### src/rtl/wb_port_arbiter.sv
// Register-file write-port arbiter: pipeline writeback vs. one-entry secondary hold buffer.
// The pipe always wins. A starving hold entry raises stall_req so the hazard unit can
// insert a bubble, which lets the hold entry drain.
module wb_port_arbiter #(
  parameter int unsigned STARVE_LIMIT = 4
) (
  input  logic        clk,
  input  logic        resetn,
  input  logic [31:0] pipe_val,
  input  logic [4:0]  pipe_dst,
  input  logic [3:0]  pipe_we,
  input  logic        sec_valid,
  output logic        sec_ready,
  input  logic [31:0] sec_val,
  input  logic [4:0]  sec_dst,
  input  logic [3:0]  sec_we,
  output logic [31:0] rf_val,
  output logic [4:0]  rf_dst,
  output logic [3:0]  rf_we,
  output logic        stall_req,
  output logic        hold_busy,
  output logic [4:0]  hold_dst
);

  localparam logic [3:0] Limit = 4'(STARVE_LIMIT);

  typedef enum logic [1:0] {StEmpty, StWait, StStall} hold_state_e;

  hold_state_e state_q;
  logic [31:0] hold_val_q;
  logic [4:0]  hold_dst_q;
  logic [3:0]  hold_we_q;
  logic [3:0]  cnt_q;
  logic [31:0] rf_val_q;
  logic [4:0]  rf_dst_q;
  logic [3:0]  rf_we_q;
  logic        stall_req_q;

  logic       pipe_req;
  logic       hold_full;
  logic       hold_grant;
  logic       accept;
  logic       accept_keep;
  logic [3:0] cnt_inc;

  // Grant decode, handshake and saturating counter increment.
  always_comb begin
    pipe_req    = (pipe_we != 4'd0) && (pipe_dst != 5'd0);
    hold_full   = (state_q != StEmpty);
    hold_grant  = hold_full && !pipe_req;
    // A hold entry granted this cycle frees the slot, so a refill can land on the same edge.
    sec_ready   = !hold_full || hold_grant;
    accept      = sec_valid && sec_ready;
    // Entries that would write nothing are taken off the producer but never stored.
    accept_keep = accept && (sec_dst != 5'd0) && (sec_we != 4'd0);
    cnt_inc     = (cnt_q >= Limit) ? cnt_q : cnt_q + 4'd1;
  end

  // Hold-buffer FSM, starvation counter and registered write port.
  always_ff @(posedge clk) begin
    if (!resetn) begin
      state_q     <= StEmpty;
      hold_val_q  <= 32'd0;
      hold_dst_q  <= 5'd0;
      hold_we_q   <= 4'd0;
      cnt_q       <= 4'd0;
      rf_val_q    <= 32'd0;
      rf_dst_q    <= 5'd0;
      rf_we_q     <= 4'd0;
      stall_req_q <= 1'b0;
    end else begin
      if (pipe_req) begin
        rf_val_q <= pipe_val;
        rf_dst_q <= pipe_dst;
        rf_we_q  <= pipe_we;
      end else if (hold_full) begin
        rf_val_q <= hold_val_q;
        rf_dst_q <= hold_dst_q;
        rf_we_q  <= hold_we_q;
      end else begin
        rf_we_q  <= 4'd0;
      end

      if (accept_keep) begin
        state_q     <= StWait;
        hold_val_q  <= sec_val;
        hold_dst_q  <= sec_dst;
        hold_we_q   <= sec_we;
        cnt_q       <= 4'd0;
        stall_req_q <= 1'b0;
      end else if (hold_grant || !hold_full) begin
        state_q     <= StEmpty;
        hold_dst_q  <= 5'd0;
        hold_we_q   <= 4'd0;
        cnt_q       <= 4'd0;
        stall_req_q <= 1'b0;
      end else begin
        // Full and lost to the pipe this cycle.
        cnt_q <= cnt_inc;
        if (cnt_inc >= Limit) begin
          state_q     <= StStall;
          stall_req_q <= 1'b1;
        end
      end
    end
  end

  assign rf_val    = rf_val_q;
  assign rf_dst    = rf_dst_q;
  assign rf_we     = rf_we_q;
  assign stall_req = stall_req_q;
  assign hold_busy = hold_full;
  assign hold_dst  = hold_full ? hold_dst_q : 5'd0;

endmodule

### config.mk
export PLATFORM = sky130hd
export DESIGN_NAME = wb_port_arbiter
export DESIGN_NICKNAME = d
export VERILOG_FILES = /design/src/rtl/wb_port_arbiter.sv
export SDC_FILE = /design/constraint.sdc
export NUM_CORES = 1
export LEC_CHECK = 0
export ABC_AREA = 1
export BUFFER_PORTS_ARGS = -buffer_cell sky130_fd_sc_hd__buf_2
export CORE_UTILIZATION = 24
export DETAILED_ROUTE_END_ITERATION = 12
export GPL_ROUTABILITY_DRIVEN = 0
export PLACE_DENSITY = 0.55
export SYNTH_ARGS = -nofsm -noshare
export SYNTH_HDL_FRONTEND = slang
export SYNTH_SLANG_ARGS = --single-unit
### constraint.sdc
create_clock -name clk -period 1.2 [get_ports clk]
set_clock_uncertainty 0.05 [all_clocks]
set_input_delay 0.24 -clock clk [delete_from_list [all_inputs] [get_ports clk]]
set_output_delay 0.24 -clock clk [all_outputs]
set_load 0.05 [all_outputs]
### Word-level counts from Yosys, hierarchy flattened

Index checks and enable logic that the tools add are counted.

| operators by class | value |
|---|---|
| bitwise logic cells | 1 |
| mux-type cells | 15 |
| $lt $le $gt $ge | 2 |
| reductions and logical operators | 17 |
| add/sub/neg operators | 1 |

Operator list:

| kind | count |
|---|---|
| two-way mux 32 bit | 2 |
| two-way mux 5 bit | 5 |
| two-way mux 4 bit | 5 |
| nonzero test 5 bit | 2 |
| >= comparator 4 x 3 -> 1 bit, second input constant | 2 |
| nonzero test 4 bit | 2 |
| nonzero test 2 bit | 3 |
| logical AND 1 bit | 5 |
| adder 4 x 1 -> 4 bit, second input constant | 1 |
| two-way mux 1 bit | 3 |
| nonzero test 3 bit | 1 |
| OR reduction 3 bit | 1 |
| zero test 1 bit | 2 |
| logical OR 1 bit | 1 |
| NOT 1 bit | 1 |

| storage, ports and cells | value |
|---|---|
| flip-flop bits (word level) | 88 |
| word-level logic and storage cells | 45 |
| input bits | 85 |

### Depth between registers and ports, before layout

| logic depth | value |
|---|---|
| depth after elaboration | 9 |
| depth in mapped cells | 9 |

### Least setup slack after synthesis

OpenSTA, ideal clock, no wires.

| timing | value |
|---|---|
| path type | reg-to-output |
| from | register, netlist name stall_req |
| to | output port hold_dst[2] |
| data required time | 0.910 ns |
| buffers on the path | 1 |
| setup slack | -0.557 ns |
| stages on the path, launching flop included | 6 |
| arrival time | 1.467 ns |
| path through | dfxtp_1 nor2_1 inv_2 buf_2 nand2_1 inv_1 |

RTL lines:

| element | line | text |
|---|---|---|
| end: declaration | 22 | `output logic [4:0] hold_dst` |

### Worst setup path after layout

| timing | value |
|---|---|
| from | register state_q[0] |
| to | output port hold_dst[3] |

| on the way | value |
|---|---|
| cells in the longest elaborated chain, start to end | 2 |

RTL lines:

| element | line | text |
|---|---|---|
| start: declaration | 29 | `hold_state_e state_q;` |
| start signal: assignment | 62 | `state_q <= StEmpty;` |
| start signal: assignment | 85 | `state_q <= StWait;` |
| start signal: assignment | 92 | `state_q <= StEmpty;` |
| nonzero test 2 bit | 49 | `hold_full = (state_q != StEmpty);` |
| two-way mux 5 bit | 113 | `assign hold_dst = hold_full ? hold_dst_q : 5'd0;` |

Every way passes these cells.

==> impl_metrics.json <==
{
  "status": "finished, violations left",
  "violations": "setup timing",
  "worst_setup_path_start_kind": "flip-flop",
  "netlist.area_leader.share_pct": 44.6,
  "via_per_inst": 4.27,
  "critPathCaptureType": "output port",
  "cts_sinks": 88,
  "worstSetupPathType": "reg2out",
  "initial_utilization_pct": 24.7,
  "ctsRootBufferMaster": "clkbuf_16",
  "grt-ovfl-total": 0,
  "first_pass_iters": 6,
  "hold_path_end": "rf_val[14]$_SDFFE_PN0P_",
  "synth.largest_area_cell": "dfxtp_1",
  "ios": 134,
  "worst_r2r_path_depth": 8,
  "syn_nets": 682,
  "cp.required_ps": 910,
  "path_cells": "nor2_4, inv_4, buf_4, nand2_4, clkinvlp_4, buf_6",
  "tightest_slew_ps": 334,
  "grt_usage_pct": 13.7,
  "multi_input_area_sq_um": 1900,
  "antenna_found_initial": 0,
  "crit_path_max_incr_delay_ps": 330,
  "synth_area_per_cell_sq_um": 6.63,
  "slew_headroom_pct": 77.7,
  "grt_first_pass_wirelength_mm": 18.0,
  "worstPathArrival_ps": 1360,
  "drive_gt1_share_pct": 30.9,
  "ir_drop_uv": 668,
  "cts_tree": "done",
  "clk_path_buf_depth": 2,
  "ys_ff_latch": 88,
  "timing.rr.end": "hold_val_q[17]$_SDFFE_PN0N_",
  "cp_max_fo": 10,
  "finalSetupViolations": 87,
  "die-area_sq_um": 17000,
  "grt_pass1_vias": 3633,
  "cts_buffers": 9,
  "crit_slowest_cell": "dfxtp_2",
  "drc": 0,
  "fin_crit_sh_pct": 137,
  "crit_start": "state_q[0]$_SDFFE_PN0P_",
  "worst_slack_ps": -446,
  "port_buffers": 133,
  "die_w_um": 130,
  "period_minus_slack_ps": 1650,
  "area_delta_synth_final_pct": 51.9,
  "yosysSeqAreaShare_pct": 44.6,
  "antennaDiodeCount": 0,
  "ff2ff_setup_slack_ps": -250,
  "hp-class": "in2reg",
  "grt_max_degree": 43,
  "num-fill-cells": 1747,
  "max_freq_ghz": 0.608,
  "h-tree-depth": 3,
  "hpwlAfterDp_mm": 7.91,
  "cts.reportedPaths.clkPinSlew_ps": 60,
  "power.density_nw_per_um2": 1310,
  "yosys_warnings": 0,
  "nets": 836,
  "placed_area_sq_um": 5080,
  "final_cells": 971,
  "num_rows": 46,
  "min_from": "pipe_val[14]",
  "place_inst": 939,
  "p_leak_nw": 2.94,
  "synth.area.top_cells": "dfxtp_1, nand2_1, nor2_1",
  "p_total_mw": 7.88,
  "wl_per_cell_um": 12.5,
  "die_height_um": 130,
  "seqCellArea_sq_um": 1780,
  "min_path_cells": 3,
  "netlist_area_sq_um": 3950,
  "cap_violations": 0,
  "vias": 4149,
  "drtAntennaViolNets": 0,
  "core_sq_um": 16000,
  "r2r-start": "state_q[0]$_SDFFE_PN0P_",
  "routed_wl_mm": 12.1,
  "synth.distinct_cells": 20,
  "rsz0062_at_grt": "yes",
  "clkLatencyLatePin_ps": 340,
  "whs_ps": 61.8,
  "drtIter0Drc": 201,
  "maxSlewViolCount": 0,
  "final_hold_viol_count": 0,
  "final_area_sq_um": 6000,
  "synthCells": 596
}
-- kinds of logic after synthesis --
kind of cell,Yosys count,synth area share (%)
AOI/OAI and AO/OA,41,5.20
DFF,88,44.6
and+or+nand+nor,381,39.6
adders and majority gates,1,0.317
xor gates and xnor gates,1,0.222
buffers and inverters,84,10.0
-- per-stage QoR --
stage                     utilization (%)  TNS [ps]  worst slack [ps]
after floorplan                         -     -4000             -91.0
after global placement               31.7    -21500              -295
after detailed placement             31.7    -23120              -331
after CTS                            35.8    -16190              -471
after global routing                 37.5    -20200              -493
final                                37.5    -14100              -446
-- state kept, by name, indices dropped and copies added (netlist names) --
name        cells
state_q         1
stall_req       1
hold_dst_q      5
rf_we           4
cnt_q           4
rf_dst          5
rf_val         32
hold_val_q     32
hold_we_q       4
-- layer usage --
metal	vias to the layer above	part of all wire, %	GRT usage (%)
li1	2177	-	-
met1	1868	49	18.7
met2	92	46	21.2
met3	12	4.1	2.87
met4	0	1.5	5.34
met5	-	0	0
-- synth_stat cells --
| cell type | number |
|---|---|
| inv_2 | 1 |
| nor2_1 | 126 |
| nand2_1 | 167 |
| a21oi_1 | 38 |
| buf_4 | 7 |
| dfxtp_1 | 88 |
| ha_1 | 1 |
| nor3_1 | 2 |
| buf_6 | 4 |
| nand3_1 | 74 |
| nand3_2 | 1 |
| inv_1 | 42 |
| clkbuf_1 | 6 |
| nand4_1 | 9 |
| nor2_4 | 1 |
| xnor2_1 | 1 |
| buf_1 | 4 |
| buf_2 | 20 |
| o21ai_0 | 3 |
| nand2_2 | 1 |
-- timing repair --
item                       in CTS  in global routing
hold buffers                    0                  0
setup endpoints to repair     126                116
pin swaps                       3                  6
setup buffers                   8                  5
gates resized for setup        81                 45
cloned                          2                  6
-- cell usage in the layout (no fill, tap or decap) --
cell type and count:
dfxtp_4 1, buf_8 2, nand3_2 5, clkinvlp_4 6
clkbuf_1 1, clkinv_4 1, buf_16 1, nand2_2 3
nor3_1 2, nand4_1 9, dfxtp_1 79, clkinv_2 3
nand3_1 70, nand2_4 7, nor2_2 1, o21ai_0 3
nor2_1 123, ha_1 1, clkbuf_16 14, inv_1 37
clkbuf_4 1, a21oi_1 38, bufinv_16 1, buf_4 44
buf_2 85, nand2_1 158, inv_4 1, xnor2_1 1
dfxtp_2 8, buf_6 30, nor2_4 4, buf_12 15
-- power by group --
part,total [mW],switching [mW],internal [mW]
sequential,3.27,0.125,3.14
clock,2.80,1.19,1.61
combinational,1.82,1.05,0.767
-- critical path, delay by kind of cell (launching register included) --
kind	cells	cell delay (ps)
buffers and inverters	4	480
flip-flops	1	330
AND/OR/NAND/NOR	2	210
-- cell type report --
class	count	share of cell area, %
Clock buffer	10	3.82
Sequential cell	88	29.6
Clock inverter	6	1.02
Timing Repair Buffer	183	26.4
Tap cell	216	4.50
Multi-Input combinational cell	425	31.6
Inverter	43	3.04
-- worst max-delay path by stage --
stage               depth (start not counted)                           to  slack, ps
floorplan                                   7  hold_val_q[22]$_SDFFE_PN0N_        -90
global placement                            6                    sec_ready       -290
detailed placement                          6                    sec_ready       -330
CTS                                         6                  hold_dst[3]       -470
global route                                6                  hold_dst[3]       -490
finish                                      6                  hold_dst[3]       -450
Power figures use the tool's default switching activity.
